--- config.mk ---
export PLATFORM = sky130hd
export DESIGN_NAME = tcm_lsu_port
export DESIGN_NICKNAME = d
export VERILOG_FILES = /design/src/rtl/mem_defines_pkg.sv /design/src/rtl/tcm_lsu_align.sv /design/src/rtl/tcm_lsu_port.sv
export SDC_FILE = /design/constraint.sdc
export NUM_CORES = 1
export LEC_CHECK = 0
export CAP_MARGIN = 15
export CORE_ASPECT_RATIO = 0.5
export CORE_MARGIN = 1.5
export CORE_UTILIZATION = 34
export DETAILED_ROUTE_END_ITERATION = 8
export MAX_ROUTING_LAYER = met4
export PLACE_DENSITY_LB_ADDON = 0.2
export SLEW_MARGIN = 20
export SYNTH_ARGS = -nofsm -noshare
export SYNTH_HDL_FRONTEND = slang
export SYNTH_SLANG_ARGS = --single-unit
--- constraint.sdc ---
create_clock -name clk_i -period 4.95 [get_ports clk_i]
set_clock_uncertainty 0.2 [all_clocks]
set_input_delay 0.495 -clock clk_i [delete_from_list [all_inputs] [get_ports clk_i]]
set_output_delay 0.495 -clock clk_i [all_outputs]
set_load 0.03 [all_outputs]
--- src/rtl/mem_defines_pkg.sv ---
// Shared data-memory definitions for the TCM load/store path.
//   mem_size_t  : access size encoding carried on the core data bus
//                 (encoding 3 is illegal and is flagged as an error).
//   lsu_state_t : response-path states of tcm_lsu_port.
package mem_defines;

  typedef enum logic [1:0] {
    MEM_BYTE = 2'd0,
    MEM_HALF = 2'd1,
    MEM_WORD = 2'd2
  } mem_size_t;

  typedef enum logic [1:0] {
    LSU_IDLE = 2'd0,  // no response pending
    LSU_LIVE = 2'd1,  // response formatted straight from RAM read data
    LSU_HELD = 2'd2   // response replayed from the hold register
  } lsu_state_t;

endpackage

--- src/rtl/tcm_lsu_align.sv ---
// Combinational lane steering for the TCM load/store port.
// Store side : builds byte write strobes and replicates the right-aligned
//              store data onto every lane it may land in.
// Load side  : picks the addressed byte/half out of the RAM word, moves it
//              to bit 0 and sign- or zero-extends it.
// Ports:
//   st_offset/st_size/st_wdata -> st_strb, st_data   (store path)
//   ld_raw/ld_offset/ld_size/ld_unsigned -> ld_data  (load path)
module tcm_lsu_align
  import mem_defines::*;
(
  input  logic [1:0]  st_offset,
  input  logic [1:0]  st_size,
  input  logic [31:0] st_wdata,
  output logic [3:0]  st_strb,
  output logic [31:0] st_data,
  input  logic [31:0] ld_raw,
  input  logic [1:0]  ld_offset,
  input  logic [1:0]  ld_size,
  input  logic        ld_unsigned,
  output logic [31:0] ld_data
);

  logic [7:0]  ld_byte;
  logic [15:0] ld_half;

  // Store: illegal size yields no strobes; data passes through unchanged.
  always_comb begin
    st_strb = 4'b0000;
    st_data = st_wdata;
    case (st_size)
      MEM_BYTE: begin
        st_strb = 4'b0001 << st_offset;
        st_data = {4{st_wdata[7:0]}};
      end
      MEM_HALF: begin
        st_strb = st_offset[1] ? 4'b1100 : 4'b0011;
        st_data = {2{st_wdata[15:0]}};
      end
      MEM_WORD: begin
        st_strb = 4'b1111;
      end
      default: ;
    endcase
  end

  // Load: lane select then extension; word loads ignore ld_unsigned.
  always_comb begin
    ld_byte = 8'h00;
    case (ld_offset)
      2'd0:    ld_byte = ld_raw[7:0];
      2'd1:    ld_byte = ld_raw[15:8];
      2'd2:    ld_byte = ld_raw[23:16];
      default: ld_byte = ld_raw[31:24];
    endcase
    ld_half = ld_offset[1] ? ld_raw[31:16] : ld_raw[15:0];
    case (ld_size)
      MEM_BYTE: ld_data = {{24{~ld_unsigned & ld_byte[7]}}, ld_byte};
      MEM_HALF: ld_data = {{16{~ld_unsigned & ld_half[15]}}, ld_half};
      default:  ld_data = ld_raw;
    endcase
  end

endmodule

--- src/rtl/tcm_lsu_port.sv ---
// Single-outstanding load/store adapter between the core data bus and one
// port of the dual-port TCM RAM.
// Handshake: a request transfers on a cycle where req_valid_i & req_ready_o;
// a response transfers on a cycle where rsp_valid_o & rsp_ready_i. Once
// raised, rsp_valid_o and its payload stay stable until the transfer.
// Ports:
//   clk_i, rst_n_i              clock, synchronous active-low reset
//   req_*                       core request (address, size, store data)
//   rsp_*                       core response (load data, error)
//   ram_addr_o/ram_data_o/ram_wr_o/ram_data_i   TCM RAM port (1-cycle read)
module tcm_lsu_port
  import mem_defines::*;
#(
  parameter int          ADDR_WIDTH = 16,
  parameter logic [31:0] BASE_ADDR  = 32'h0000_0000
) (
  input  logic                  clk_i,
  input  logic                  rst_n_i,
  input  logic                  req_valid_i,
  output logic                  req_ready_o,
  input  logic [31:0]           req_addr_i,
  input  logic                  req_we_i,
  input  logic [1:0]            req_size_i,
  input  logic                  req_unsigned_i,
  input  logic [31:0]           req_wdata_i,
  output logic                  rsp_valid_o,
  input  logic                  rsp_ready_i,
  output logic [31:0]           rsp_rdata_o,
  output logic                  rsp_err_o,
  output logic [ADDR_WIDTH-3:0] ram_addr_o,
  output logic [31:0]           ram_data_o,
  output logic [3:0]            ram_wr_o,
  input  logic [31:0]           ram_data_i
);

  lsu_state_t state, state_nxt;

  logic                  accept;
  logic                  rsp_fire;
  logic                  req_err;
  logic                  misaligned;
  logic                  out_of_window;
  logic [3:0]            st_strb;
  logic [31:0]           ld_data;
  logic [31:0]           live_rdata;

  // Attributes of the last accepted request, needed to format its response.
  logic [ADDR_WIDTH-3:0] addr_q;
  logic [1:0]            offset_q;
  logic [1:0]            size_q;
  logic                  unsigned_q;
  logic                  we_q;
  logic                  err_q;

  logic [31:0]           hold_rdata;
  logic                  hold_err;

  // Handshake. Gating with rst_n_i drops a pending response and blocks any
  // accept (and therefore any RAM write) in the cycle reset is asserted.
  assign rsp_valid_o = rst_n_i & (state != LSU_IDLE);
  assign rsp_fire    = rsp_valid_o & rsp_ready_i;
  assign req_ready_o = rst_n_i & ((state == LSU_IDLE) | rsp_fire);
  assign accept      = req_valid_i & req_ready_o;

  // Request checks.
  always_comb begin
    misaligned = 1'b0;
    case (req_size_i)
      MEM_HALF: misaligned = req_addr_i[0];
      MEM_WORD: misaligned = (req_addr_i[1:0] != 2'b00);
      default:  misaligned = 1'b0;
    endcase
  end

  assign out_of_window = (req_addr_i[31:ADDR_WIDTH] != BASE_ADDR[31:ADDR_WIDTH]);
  assign req_err       = (req_size_i == 2'd3) | misaligned | out_of_window;

  tcm_lsu_align u_align (
    .st_offset   (req_addr_i[1:0]),
    .st_size     (req_size_i),
    .st_wdata    (req_wdata_i),
    .st_strb     (st_strb),
    .st_data     (ram_data_o),
    .ld_raw      (ram_data_i),
    .ld_offset   (offset_q),
    .ld_size     (size_q),
    .ld_unsigned (unsigned_q),
    .ld_data     (ld_data)
  );

  // RAM side: the index is live in the accept cycle so the RAM registers it
  // at that edge; afterwards it parks on the last accepted word.
  assign ram_addr_o = accept ? req_addr_i[ADDR_WIDTH-1:2] : addr_q;
  assign ram_wr_o   = (accept & req_we_i & ~req_err) ? st_strb : 4'b0000;

  // Stores and errored requests always answer with zero data.
  assign live_rdata = (err_q | we_q) ? 32'h0 : ld_data;

  always_comb begin
    rsp_rdata_o = 32'h0;
    rsp_err_o   = 1'b0;
    if (rst_n_i) begin
      case (state)
        LSU_LIVE: begin
          rsp_rdata_o = live_rdata;
          rsp_err_o   = err_q;
        end
        LSU_HELD: begin
          rsp_rdata_o = hold_rdata;
          rsp_err_o   = hold_err;
        end
        default: ;
      endcase
    end
  end

  always_comb begin
    state_nxt = state;
    case (state)
      LSU_IDLE: if (accept) state_nxt = LSU_LIVE;
      LSU_LIVE: begin
        if (rsp_ready_i) state_nxt = accept ? LSU_LIVE : LSU_IDLE;
        else             state_nxt = LSU_HELD;
      end
      LSU_HELD: if (rsp_ready_i) state_nxt = accept ? LSU_LIVE : LSU_IDLE;
      default:  state_nxt = LSU_IDLE;
    endcase
  end

  always_ff @(posedge clk_i) begin
    if (!rst_n_i) begin
      state      <= LSU_IDLE;
      addr_q     <= '0;
      offset_q   <= 2'b00;
      size_q     <= 2'b00;
      unsigned_q <= 1'b0;
      we_q       <= 1'b0;
      err_q      <= 1'b0;
      hold_rdata <= 32'h0;
      hold_err   <= 1'b0;
    end else begin
      state <= state_nxt;
      if (accept) begin
        addr_q     <= req_addr_i[ADDR_WIDTH-1:2];
        offset_q   <= req_addr_i[1:0];
        size_q     <= req_size_i;
        unsigned_q <= req_unsigned_i;
        we_q       <= req_we_i;
        err_q      <= req_err;
      end
      // RAM read data is only valid in the LIVE cycle; freeze it if the core
      // stalls so the other port cannot disturb the pending response.
      if (state == LSU_LIVE && !rsp_ready_i) begin
        hold_rdata <= live_rdata;
        hold_err   <= err_q;
      end
    end
  end

endmodule

=== Word-level counts from Yosys, hierarchy flattened ===
Index checks and enable logic that the tools add are counted.

* Input port bits: 104
* Bits in registers: 56
* Output and inout port bits: 85
* Logic and storage cells: 63

* Eq/ne operators: 10
* Reduce and logical (&&, ||, !) cells: 10
* Bitwise operators: 14
* Muxes and demuxes: 19
* Shift operators: 1

{| class="wikitable"
|+ Operators with widths
! operator !! count
|-
| one-hot mux 32 bit (2 select lines) || 3
|-
| two-way mux 32 bit || 2
|-
| one-hot mux 8 bit (3 select lines) || 1
|-
| two-way mux 16 bit || 1
|-
| nonzero test 16 bit || 1
|-
| two-way mux 14 bit || 1
|-
| one-hot mux 4 bit (3 select lines) || 1
|-
| AND 1 bit || 8
|-
| equality test 2 x 1 -> 1 bit (second input constant) || 4
|-
| equality test 2 bit (second input constant) || 4
|-
| logical NOT 2 bit || 4
|-
| two-way mux 4 bit || 2
|-
| two-way mux 2 bit || 3
|-
| one-hot mux 2 bit (3 select lines) || 1
|-
| inequality test 2 bit (second input constant) || 2
|-
| bitwise OR 1 bit || 4
|-
| one-hot mux 1 bit (2 select lines) || 2
|-
| nonzero test 2 bit || 2
|-
| << shifter 1 x 2 -> 4 bit (first input constant) || 1
|-
| two-way mux 1 bit || 2
|-
| inverter 1 bit || 2
|-
| AND reduction 2 bit || 1
|-
| logical AND 1 bit || 1
|-
| logical NOT 1 bit || 1
|}

=== Depth between registers and ports, before layout ===
* Depth after elaboration: 9
* Gate-level depth with buffers: 8
* Gate-level depth less buffers: 6

=== By module ===
A second synthesis with hierarchy kept.

* Cell total of the unflattened synthesis: 494
* Area, all modules: 4058.9 um^2

{| class="wikitable"
|+ Modules (own cells, without submodules)
! module !! cells an instance !! sequential area each (um^2) !! area each (um^2) !! instances
|-
| tcm_lsu_port || 308 || 1121.1 || 2753.9 || 1
|-
| tcm_lsu_align || 186 || 0.0 || 1305.0 || 1
|}

=== Worst setup path before layout ===
Ideal clock, no wire load.

* Path type: input to output
* Start: in req_size_i[1]
* End: out ram_wr_o[0]
* Data required time: 4255 ps
* Path slack: 1699 ps
* Cell stages on the path: 7
* Data arrival time: 2556 ps
* Path through: clkbuf_1 -> inv_1 -> ha_1 -> o211ai_1 -> nand3_1 -> nor4_1 -> a21boi_0

* Longest elaborated chain between the ends: 7

{| class="wikitable"
|+ RTL lines
! element !! RTL line !! source
|-
| start, declared || tcm_lsu_port.sv:23 || <nowiki>input logic [1:0] req_size_i,</nowiki>
|-
| equality test 2 bit / equality test 2 x 1 -> 1 bit (equally long branches) || tcm_lsu_align.sv:31, tcm_lsu_port.sv:68 ||
|-
| one-hot mux 1 bit (2 select lines) || tcm_lsu_port.sv:68 || <nowiki>case (req_size_i)</nowiki>
|-
| bitwise OR 1 bit (2 in a row) || tcm_lsu_port.sv:76 || <nowiki>assign req_err = (req_size_i == 2'd3) | misaligned | out_of_window;</nowiki>
|-
| inverter 1 bit || tcm_lsu_port.sv:94 || <nowiki>assign ram_wr_o = (accept & req_we_i & ~req_err) ? st_strb : 4'b0000;</nowiki>
|-
| AND 1 bit || tcm_lsu_port.sv:94 ||
|-
| two-way mux 4 bit (*) || tcm_lsu_port.sv:94 ||
|-
| end, declared || tcm_lsu_port.sv:32 || <nowiki>output logic [3:0] ram_wr_o,</nowiki>
|}

Every way passes the cells marked *; elsewhere a longest branch is shown, timed or not.

=== Final worst setup path ===
* Start: in req_size_i[1]
* End: out ram_wr_o[2]

The elaborated chain is that of the path after synthesis.

==> impl_metrics.json <==
{
  "numCtsBuffers": 5,
  "hold_path_class": "flip-flop to flip-flop",
  "tritoncts": "done",
  "min_path_cells": 2,
  "min_to": "hold_rdata[22]",
  "hp-start": "hold_rdata[22]",
  "rows": 26,
  "ant_nets": 0,
  "clk_pin_slew_ps": 80,
  "die_h_um": 75.7,
  "placed_area_um2": 5490,
  "ys_types": 51,
  "cts_resized": 0,
  "grt_max_degree": 33,
  "syn_nets": 559,
  "yosysSeqAreaShare": 0.312,
  "cts_buffer_depth": 2,
  "worstSetupPathType": "input port to output pin",
  "syn_inst": 447,
  "initial_core_util": 0.351,
  "power_frac_clock": 0.322,
  "reg2reg_slack_ps": 2440,
  "synth_top_area_share": 0.312,
  "max-vdd-ir-drop_uv": 154,
  "comb_power_share": 0.328,
  "critPathLaunchType": "input port",
  "r2r-end": "hold_rdata[19]",
  "critical_path.max_fanout": 14,
  "synthTopCellsByArea": "dfxtp_1 (31%), o21ai_0 (7.4%), nand2_1 (7.2%)",
  "grt_pass1_vias": 3664,
  "area_delta_synth_final_pct": 58.1,
  "syn_area_um2": 3600,
  "nFillCells": 977,
  "ios": 189,
  "clock_latency_ps": 290,
  "synthArstFlopShare": 0,
  "p_per_area_nw_per_um2": 251,
  "max_freq_ghz": 0.245,
  "htreeDepth": 2,
  "syn_area_per_cell_um2": 8.05,
  "antenna_found_initial": 0,
  "fin_crit_ps": 4070,
  "vias": 3883,
  "port-buffer-count": 188,
  "power_w": 0.00143,
  "final_net_count": 720,
  "yosysTopAreaCell": "dfxtp_1",
  "gp_congestion": 0.804,
  "drive_gt1_frac": 0.0920,
  "cts_num_sinks": 56,
  "hold_slack_ps": 251,
  "design_area_um2": 5690,
  "p_seq_frac": 0.350,
  "avgRoutedWirePerCell_um": 15.7,
  "overflow": 0,
  "first_iter_violations": 196,
  "die_w_um": 148,
  "tightest_slew_ps": 922,
  "yosys-top-cells-count": "nand2_1 (69), dfxtp_1 (56), o21ai_0 (53), nor2_1 (24), mux2_2 (22)",
  "hpwl_um": 8940,
  "slew_headroom": 0.385,
  "tns_ps": 0,
  "synthFlopType": "dfxtp_1",
  "rsz0062_at_grt": "no",
  "status": "completed",
  "postCtsHoldBufs": 0,
  "p_int_w": 0.000990,
  "setup_viol": 0,
  "synth_enable_flop_cells": 0,
  "reg2reg_depth": 4,
  "dieArea_um2": 11200,
  "dr.pass1.iters": 4,
  "leakagePower_nw": 2.08,
  "wl_um": 11800,
  "diodes": 0,
  "timing.final.hold_violations": 0,
  "ys_warn_count": 0,
  "crit_arrival_ps": 3380,
  "layout_worst_path_cycle_share": 0.823,
  "root_buffer": "clkbuf_16",
  "core_area_um2": 10200,
  "p_switching_w": 0.000440,
  "post_cts_buffers": 0,
  "grt_first_pass_wirelength_um": 17800,
  "switching_share": 0.308,
  "viasPerCell": 5.18,
  "maxCapViolCount": 0,
  "ys_ff_latch": 56,
  "grt_use_total": 0.207,
  "slew_viol_final": 0,
  "post-route-drc-count": 0,
  "yosysMostFrequentCell": "nand2_1",
  "r2r-start": "offset_q[1]",
  "crit_required_ps": 4260,
  "end_kind": "output pin"
}
## kinds of logic after synthesis
kind of cell | count (synthesis) | share of synthesized area
fa+ha+maj | 8 | 0.0278
flops | 56 | 0.312
mux | 34 | 0.107
simple gates | 148 | 0.194
compound gates | 149 | 0.289
buf+inv | 52 | 0.0706
## layout by cell type, fill, tap and decap left out, types with 4 or more instances in the layout
master,n
a221o_1,10
a21oi_1,19
o21a_1,4
buf_4,6
nor2b_1,4
dfxtp_1,56
nor4_1,4
nand3_1,8
clkdlybuf4s50_1,188
a22oi_1,9
and2_1,15
a32oi_1,7
o221ai_1,7
o21ai_0,53
a221o_2,6
ha_1,8
mux2i_1,10
nand2b_1,7
nand2_1,69
inv_1,11
o21ai_1,12
nor2_1,23
clkbuf_16,5
mux2_2,22
a22o_1,8
## worst max-delay path: stages
cell             delay (ps)
clkdlybuf4s50_1         460
buf_4                   180
inv_1                    90
ha_1                    360
o211ai_1                250
nand3_1                 130
nor4_1                  480
a21boi_0                240
clkdlybuf4s50_1         690
## sequential cells by signal, summed over array words and instances (netlist names)
name and cells:
hold_rdata 32, addr_q 14, hold_err 1, state 2
offset_q 2, err_q 1, unsigned_q 1, size_q 2
we_q 1
## through the flow
step,std cells,setup WS (ps),utilization
CTS,749,861,0.555
floorplan,447,1700,-
global route,749,587,0.555
detailed placement,741,874,0.536
global placement,741,934,0.536
finish,749,876,0.555
## power groups by stage
| stage | clock network (W) | logic, W | registers, W |
|---|---|---|---|
| finish | 0.000460 | 0.000469 | 0.000501 |
| global route | 0.000490 | 0.000505 | 0.000505 |
| global placement | 0 | 0.000465 | 0.000510 |
| CTS | 0.000473 | 0.000470 | 0.000501 |
| detailed placement | 0 | 0.000466 | 0.000511 |
| floorplan | 0 | 0.000274 | 0.000498 |
## layout make-up
type / instances / area, µm² / share of cell area
clock buffers: 5 / 125 / 0.0220
clock inverters: 3 / 68.8 / 0.0121
inverters: 12 / 45.0 / 0.00792
multi-input cells: 339 / 2230 / 0.391
flip-flops and latches: 56 / 1120 / 0.197
well taps: 140 / 175 / 0.0308
repair buffers: 194 / 1930 / 0.339
## per-layer routing
| metal | up-vias | global-route usage | part of all wire |
|---|---|---|---|
| li1 | 1933 | - | - |
| met1 | 1811 | 0.264 | 0.46 |
| met2 | 129 | 0.341 | 0.46 |
| met3 | 10 | 0.0491 | 0.070 |
| met4 | 0 | 0.0429 | 0.010 |
| met5 | - | - | 0 |
## how the worst max path moves through the flow
stage	from	end	slack, ps	cells past startpoint
floorplan	req_size_i[1]	ram_wr_o[0]	1700	7
global placement	req_size_i[1]	ram_wr_o[2]	930	9
detailed placement	req_size_i[1]	ram_wr_o[2]	870	9
CTS	req_size_i[1]	ram_wr_o[2]	860	9
global route	req_size_i[1]	ram_wr_o[2]	590	9
finish	req_size_i[1]	ram_wr_o[2]	880	9
No activity file was read; power rests on OpenSTA's default activity.
